<file path="src/rtl/router_pipe_if.sv">
// Forward-path bus of the PE router: upstream beat handshake (with per-beat
// lane-mapping mode) and the downstream handshake toward the PE array.
//   master : upstream source + PE sink side (drives beats and pe_ready)
//   slave  : the router (drives in_ready and the PE-facing beat)
interface router_pipe_if #(
  parameter int DWIDTH = 8,
  parameter int num    = 4
);
  logic [1:0]            mode;
  logic                  in_valid;
  logic                  in_ready;
  logic [num*DWIDTH-1:0] str_arr;
  logic [num-1:0]        ALU;
  logic [num-1:0]        en;
  logic                  out_valid;
  logic                  pe_ready;
  logic [num*DWIDTH-1:0] str_to_pe;
  logic [num-1:0]        ALU_to_pe;
  logic [num-1:0]        en_to_pe;

  modport master (
    output mode, in_valid, str_arr, ALU, en, pe_ready,
    input  in_ready, out_valid, str_to_pe, ALU_to_pe, en_to_pe
  );

  modport slave (
    input  mode, in_valid, str_arr, ALU, en, pe_ready,
    output in_ready, out_valid, str_to_pe, ALU_to_pe, en_to_pe
  );
endinterface

</file>
<file path="src/rtl/router_pipe.sv">
// Pipelined PE router.
// Forward path: valid/ready pipeline of STAGES registers carrying
// {str, ALU, en} to num PE lanes, with per-beat lane mapping
// (pass / broadcast / systolic shift) applied on entry.
// Return path: registers PE match flags, their OR and popcount, and keeps a
// saturating count of matching result beats.
// Ports:
//   clk, reset        : clock, synchronous active-high reset
//   bus (slave)       : forward handshake in (mode, in_valid/in_ready, str_arr,
//                       ALU, en) and out (out_valid/pe_ready, *_to_pe)
//   result_from_pe    : per-PE match flags, qualified by res_valid_in
//   hit_clr           : clears hit_count (wins over a same-cycle increment)
//   result, result_valid, match_any, match_count, hit_count : return path

// One lane of the entry mapping. shift_in is the value this lane takes in
// shift mode (lane 0 gets the new character, lane i gets window lane i-1).
module router_pipe_lane #(
  parameter int DWIDTH = 8
) (
  input  logic [1:0]        mode,
  input  logic [DWIDTH-1:0] own,
  input  logic [DWIDTH-1:0] lane0,
  input  logic [DWIDTH-1:0] shift_in,
  output logic [DWIDTH-1:0] mapped
);
  always_comb begin
    mapped = own;
    case (mode)
      2'b01:   mapped = lane0;
      2'b10:   mapped = shift_in;
      default: mapped = own;
    endcase
  end
endmodule

module router_pipe #(
  parameter int DWIDTH = 8,
  parameter int num    = 4,
  parameter int STAGES = 1,
  parameter int HCW    = 16,
  localparam int CW    = $clog2(num + 1)
) (
  input  logic              clk,
  input  logic              reset,
  router_pipe_if.slave      bus,
  input  logic [num-1:0]    result_from_pe,
  input  logic              res_valid_in,
  input  logic              hit_clr,
  output logic [num-1:0]    result,
  output logic              result_valid,
  output logic              match_any,
  output logic [CW-1:0]     match_count,
  output logic [HCW-1:0]    hit_count
);
  localparam int W = num * DWIDTH;

  // ---------------- entry mapping ----------------
  // Only window lanes 0..num-2 are ever read back (lane num-1 is shifted
  // out on the next shift beat), so just those lanes are stored.
  logic [(num-1)*DWIDTH-1:0] win;
  logic [W-1:0]              win_next;
  logic [W-1:0]              mapped;
  logic                      accept;

  for (genvar i = 0; i < num; i++) begin : g_lane
    logic [DWIDTH-1:0] sh;
    if (i == 0) begin : g_l0
      assign sh = bus.str_arr[0 +: DWIDTH];
    end else begin : g_ln
      assign sh = win[(i-1)*DWIDTH +: DWIDTH];
    end
    assign win_next[i*DWIDTH +: DWIDTH] = sh;

    router_pipe_lane #(.DWIDTH(DWIDTH)) u_lane (
      .mode     (bus.mode),
      .own      (bus.str_arr[i*DWIDTH +: DWIDTH]),
      .lane0    (bus.str_arr[0 +: DWIDTH]),
      .shift_in (sh),
      .mapped   (mapped[i*DWIDTH +: DWIDTH])
    );
  end

  always_ff @(posedge clk) begin
    if (reset)                            win <= '0;
    else if (accept && bus.mode == 2'b10) win <= win_next[(num-1)*DWIDTH-1:0];
  end

  // ---------------- forward pipeline ----------------
  // Stage k loads when any stage from k to the last is empty or the PEs are
  // taking a beat; this collapses bubbles and keeps in_ready free of data.
  logic [STAGES:1]          vld_pipe, ld, src_vld;
  logic [STAGES:1][W-1:0]   str_pipe, src_str;
  logic [STAGES:1][num-1:0] alu_pipe, en_pipe, src_alu, src_en;

  always_comb begin
    logic empty_tail;
    empty_tail = 1'b0;
    ld = '0;
    for (int k = STAGES; k >= 1; k--) begin
      empty_tail = empty_tail | ~vld_pipe[k];
      ld[k] = bus.pe_ready | empty_tail;
    end
  end

  always_comb begin
    src_vld    = '0;
    src_str    = '0;
    src_alu    = '0;
    src_en     = '0;
    src_vld[1] = bus.in_valid;
    src_str[1] = mapped;
    src_alu[1] = bus.ALU;
    src_en[1]  = bus.en;
    for (int k = 2; k <= STAGES; k++) begin
      src_vld[k] = vld_pipe[k-1];
      src_str[k] = str_pipe[k-1];
      src_alu[k] = alu_pipe[k-1];
      src_en[k]  = en_pipe[k-1];
    end
  end

  always_ff @(posedge clk) begin
    if (reset) begin
      vld_pipe <= '0;
      str_pipe <= '0;
      alu_pipe <= '0;
      en_pipe  <= '0;
    end else begin
      for (int k = 1; k <= STAGES; k++) begin
        if (ld[k]) begin
          vld_pipe[k] <= src_vld[k];
          str_pipe[k] <= src_str[k];
          alu_pipe[k] <= src_alu[k];
          en_pipe[k]  <= src_en[k];
        end
      end
    end
  end

  assign bus.in_ready  = ld[1];
  assign accept        = bus.in_valid & ld[1];
  assign bus.out_valid = vld_pipe[STAGES];
  assign bus.str_to_pe = str_pipe[STAGES];
  assign bus.ALU_to_pe = alu_pipe[STAGES];
  assign bus.en_to_pe  = en_pipe[STAGES];

  // ---------------- return path ----------------
  logic [CW-1:0] pc;
  logic          hit;

  always_comb begin
    pc = '0;
    for (int i = 0; i < num; i++) pc = pc + CW'(result_from_pe[i]);
  end

  assign hit = res_valid_in & (|result_from_pe);

  always_ff @(posedge clk) begin
    if (reset) begin
      result       <= '0;
      result_valid <= 1'b0;
      match_any    <= 1'b0;
      match_count  <= '0;
      hit_count    <= '0;
    end else begin
      result       <= res_valid_in ? result_from_pe : '0;
      result_valid <= res_valid_in;
      match_any    <= hit;
      match_count  <= res_valid_in ? pc : '0;
      if (hit_clr)                     hit_count <= '0;
      else if (hit && hit_count != '1) hit_count <= hit_count + HCW'(1);
    end
  end
endmodule

</file>
<file path="src/flat_wrapper.sv">
// flat-port wrapper written by rule: the top's interface ports become plain ports
module router_pipe_flat 
#(
  parameter int DWIDTH = 8,
  parameter int num    = 4,
  parameter int STAGES = 1,
  parameter int HCW    = 16,
  localparam int CW    = $clog2(num + 1)
)
  (clk, reset, result_from_pe, res_valid_in, hit_clr, result, result_valid, match_any, match_count, hit_count, bus_mode, bus_in_valid, bus_str_arr, bus_ALU, bus_en, bus_pe_ready, bus_in_ready, bus_out_valid, bus_str_to_pe, bus_ALU_to_pe, bus_en_to_pe);
  router_pipe_if #(.DWIDTH(DWIDTH), .num(num)) bus_i ();
  input  logic clk;
  input  logic reset;
  input  logic [num-1:0] result_from_pe;
  input  logic res_valid_in;
  input  logic hit_clr;
  output logic [num-1:0] result;
  output logic result_valid;
  output logic match_any;
  output logic [CW-1:0] match_count;
  output logic [HCW-1:0] hit_count;
  input wire logic [$bits(bus_i.mode)-1:0] bus_mode;
  input wire logic [$bits(bus_i.in_valid)-1:0] bus_in_valid;
  input wire logic [$bits(bus_i.str_arr)-1:0] bus_str_arr;
  input wire logic [$bits(bus_i.ALU)-1:0] bus_ALU;
  input wire logic [$bits(bus_i.en)-1:0] bus_en;
  input wire logic [$bits(bus_i.pe_ready)-1:0] bus_pe_ready;
  output wire logic [$bits(bus_i.in_ready)-1:0] bus_in_ready;
  output wire logic [$bits(bus_i.out_valid)-1:0] bus_out_valid;
  output wire logic [$bits(bus_i.str_to_pe)-1:0] bus_str_to_pe;
  output wire logic [$bits(bus_i.ALU_to_pe)-1:0] bus_ALU_to_pe;
  output wire logic [$bits(bus_i.en_to_pe)-1:0] bus_en_to_pe;
  assign bus_i.mode = bus_mode;
  assign bus_i.in_valid = bus_in_valid;
  assign bus_i.str_arr = bus_str_arr;
  assign bus_i.ALU = bus_ALU;
  assign bus_i.en = bus_en;
  assign bus_i.pe_ready = bus_pe_ready;
  assign bus_in_ready = bus_i.in_ready;
  assign bus_out_valid = bus_i.out_valid;
  assign bus_str_to_pe = bus_i.str_to_pe;
  assign bus_ALU_to_pe = bus_i.ALU_to_pe;
  assign bus_en_to_pe = bus_i.en_to_pe;
  router_pipe #(.DWIDTH(DWIDTH), .num(num), .STAGES(STAGES), .HCW(HCW)) u_core (.clk(clk), .reset(reset), .bus(bus_i), .result_from_pe(result_from_pe), .res_valid_in(res_valid_in), .hit_clr(hit_clr), .result(result), .result_valid(result_valid), .match_any(match_any), .match_count(match_count), .hit_count(hit_count));
endmodule
</file>
<file path="config.mk">
export PLATFORM = sky130hd
export DESIGN_NAME = router_pipe_flat
export DESIGN_NICKNAME = d
export VERILOG_FILES = /design/src/rtl/router_pipe_if.sv /design/src/rtl/router_pipe.sv /design/src/flat_wrapper.sv
export SDC_FILE = /design/constraint.sdc
export NUM_CORES = 1
export LEC_CHECK = 0
export ABC_AREA = 1
export CAP_MARGIN = 20
export CORE_MARGIN = 2
export CORE_UTILIZATION = 42
export DETAILED_ROUTE_END_ITERATION = 10
export GPL_ROUTABILITY_DRIVEN = 0
export PLACE_DENSITY_LB_ADDON = 0.08
export SLEW_MARGIN = 20
export SYNTH_ARGS = -nofsm -noshare
export SYNTH_HDL_FRONTEND = slang
export SYNTH_SLANG_ARGS = --single-unit
</file>
<file path="constraint.sdc">
create_clock -name clk -period 1.5 [get_ports clk]
set_clock_uncertainty 0.1 [all_clocks]
set_input_delay 0.3 -clock clk [delete_from_list [all_inputs] [get_ports clk]]
set_output_delay 0.3 -clock clk [all_outputs]
set_load 0.05 [all_outputs]
</file>
==> flow_summary_export.csv <==
group,metric,value,unit
global_route,grt_max_degree,36,
detailed_routing,route.vias.total,4189,
sta,period_minus_slack,1530,ps
floorplanning,core,9110,sq um
sta,hold_violations,0,
outcome,status,"finished, violations left",
power,p_int,4.37,mW
worst_setup_path,critPathRequiredTime,1650,ps
clock_network,clock-sinks,90,
finish,num-fill-cells,688,
floorplanning,row_count,35,
clock_network,cts-root-buf,"clkbuf_8",
outcome,violations,"setup timing",
sta,finalSetupViolations,6,
logic_synthesis,synthDistinctLibCells,24,
logic_synthesis,syn_nets,596,
clock_network,hold_buffers,0,
power,p_leak,2.81,nW
sta,fin_ws,-26.2,ps
logic_synthesis,syn-mean-instance-area,7.21,sq um
finish,synthToLayoutAreaGrowth,74.5,%
detailed_routing,first_iter_violations,201,
global_route,top_usage_layer,"met2",
logic_synthesis,ys_ff_latch,90,
floorplanning,die_area,10000,sq um
clock_network,clock_latency,360,ps
global_route,met3_usage,0.0460,
power,share_comb_of_total_power,0.260,
finish,drive_gt1_frac,0.306,
job,cap_violations,0,
clock_network,clock_path_buffers,2,
power,clockPowerShare,0.315,
global_route,antenna_found_initial,0,
detailed_routing,wl_per_cell,15.2,microns
detailed_routing,route.detailed.drc,0,
sta,final_max_slew_viol_count,0,
power,ir_drop,0.493,mV
sta,relSlewSlack,0.787,
sta,period_share,1.02,
global_route,grt_util_all_layers,0.249,
floorplanning,initial_utilization,0.425,
global_route,grt-ovfl-total,0,
logic_synthesis,syn-instance-count,537,
power,p_sw_frac,0.302,
logic_synthesis,ys_async_sr_fraction,0,
sta,grt_setup_unrepaired,"yes",
placed_design,preCtsSetupSlack,-558,ps
worst_setup_path,startpoint_type,"flop",
global_route,grt_pass1_vias,4115,
finish,fin_area,6760,sq um
global_route,grt_pass1_wl,19700,microns
clock_network,cts_tree,"done",
floorplanning,die_height,100,microns
clock_network,htree_levels,3,
logic_synthesis,synth_edf_count,0,
logic_synthesis,synth_top_area_frac,0.465,
logic_synthesis,yosysMostFrequentCell,"nor2_1",
detailed_routing,ant_nets,0,
finish,post-route-util,0.742,
detailed_routing,routed_via_density,5.17,
detailed_routing,dr.pass1.iters,5,
detailed_routing,wl,12300,microns
logic_synthesis,synthTopCellsByArea,"dfxtp_1 (47%), nor2_1 (12%), o21ai_0 (12%)",
sta,worst_pin_slew,319,ps
logic_synthesis,synth_ff_type,"dfxtp_1",
worst_setup_path,cp.arrival,1680,ps
worst_hold_path,min_path_type,"input port to flop",
finish,diodes,0,
sta,fmax,655,MHz
sta,tns,-53.6,ps
global_route,grt.met1_usage,0.294,
clock_network,cts_made_buffers,9,
logic_synthesis,yosysTopAreaCell,"dfxtp_1",
clock_network,clk_pin_slew,100,ps
power,p_switching,1.89,mW
logic_synthesis,yosysSeqAreaShare,0.465,
placed_design,io_buffer_count,118,
power,p_seq_frac,0.425,
global_route,met2_usage,0.440,
logic_synthesis,syn_area,3870,sq um
worst_setup_path,cp_max_fo,6,
floorplanning,io_pins,119,
placed_design,dp_hpwl,8630,microns
placed_design,place_area,6230,sq um
logic_synthesis,yosys-top-cells-count,"nor2_1 (128), dfxtp_1 (90), o21ai_0 (90), nand2_1 (72), a21oi_1 (36)",
power,p_per_area,926,nW/um^2
floorplanning,die_width,100,microns
finish,layout.nets,753,
worst_setup_path,endpoint_kind,"flop",
worst_setup_path,path_class,"flop to flop",
logic_synthesis,yosysWarningCount,0,
sta,fin_hold_ws,241,ps
==> critical path, cell delays in order, from the launching register on <==
cell,delay [ps]
dfxtp_4,370
ha_4,150
nand2_4,60
nor2_4,140
nand2_4,90
inv_4,80
nand3_4,80
clkbuf_16,180
a21oi_2,100
nor2_1,50
==> cell usage in the layout (no fill, tap or decap), drive strengths merged <==
master         netlist  routed
nor2               134     134
buf                 12     123
o21ai               91      91
dfxtp               90      90
nand2               77      77
clkdlybuf4s50        0      46
nand3               40      40
a21oi               36      36
inv                 27      30
clkbuf              17      11
ha                   6       6
dlygate4sd2          0       4
nand4                2       2
bufinv               0       2
nor3                 2       2
and2                 1       1
a21boi               1       1
fa                   1       1
clkinv               0       1
dlymetal6s2s         0       1
==> cells by family (layout without fill, tap and decap cells) <==
| logic type | after synthesis | after routing | synth area share |
|---|---|---|---|
| and+or+nand+nor | 256 | 256 | 0.281 |
| AOI/OAI and AO/OA | 128 | 128 | 0.166 |
| buffers and inverters | 56 | 218 | 0.0630 |
| adders and majority gates | 7 | 7 | 0.0246 |
| DFF | 90 | 90 | 0.465 |
==> routing by layer <==
metal,part of all wire,vias to the layer above
li1,-,2066
met1,0.39,1934
met2,0.52,159
met3,0.061,30
met4,0.033,0
met5,0,-
==> power groups by stage <==
| stage | sequential, mW | combinational, mW | clock [mW] |
|---|---|---|---|
| 2_1_floorplan | 3.04 | 0.357 | 0 |
| 6_report | 2.66 | 1.63 | 1.97 |
| 3_3_place_gp | 2.71 | 1.51 | 0 |
| 5_1_grt | 2.68 | 1.72 | 2.11 |
| 4_1_cts | 2.67 | 1.64 | 2.01 |
| 3_5_place_dp | 2.72 | 1.54 | 0 |
==> sequential cells by signal, indices dropped and copies added, names as in the netlist <==
signal and flops:
u_core.match_count 3, u_core.bus.ALU_to_pe 4, u_core.win 24, u_core.bus.en_to_pe 4, u_core.bus.out_valid 1, u_core.match_any 1
u_core.result_valid 1, u_core.hit_count 16, u_core.bus.str_to_pe 32, u_core.result 4
==> through the flow <==
| stage | std cells | total power [mW] |
|---|---|---|
| finish | 810 | 6.26 |
| global route | 810 | 6.51 |
| CTS | 809 | 6.31 |
| detailed placement | 786 | 4.26 |
| global placement | 786 | 4.23 |
| floorplan | 537 | 3.40 |
==> path summary, 6_finish.rpt <==
kind	startpoint	to	slack (ps)	depth (start not counted)
setup / recovery	u_core.hit_count[0]$_SDFFE_PP0P_	u_core.hit_count[7]$_SDFFE_PP0P_	-30	9
hold / removal	result_from_pe[0]	u_core.result[0]$_SDFF_PP0_	240	3
setup reg to reg	u_core.hit_count[0]$_SDFFE_PP0P_	u_core.hit_count[7]$_SDFFE_PP0P_	-30	9
hold reg to reg	u_core.win[13]$_SDFFE_PP0P_	u_core.win[21]$_SDFFE_PP0P_	400	2
==> area by class of cell <==
cell class / instances / area (sq um) / area share
clock buffers: 10 / 149 / 0.0220
clock inverters: 6 / 91.3 / 0.0135
inverters: 27 / 114 / 0.0169
multi-input cells: 391 / 2030 / 0.301
flip-flops and latches: 90 / 1840 / 0.272
well taps: 111 / 139 / 0.0206
repair buffers: 175 / 2390 / 0.354
==> what timing repair did <==
action,4_1_cts,5_1_grt
gates resized for setup,55,21
setup endpoints to repair,67,44
pin swaps,2,7
gates cloned,2,1
buffers inserted,5,2
No activity file was read; power rests on OpenSTA's default activity.
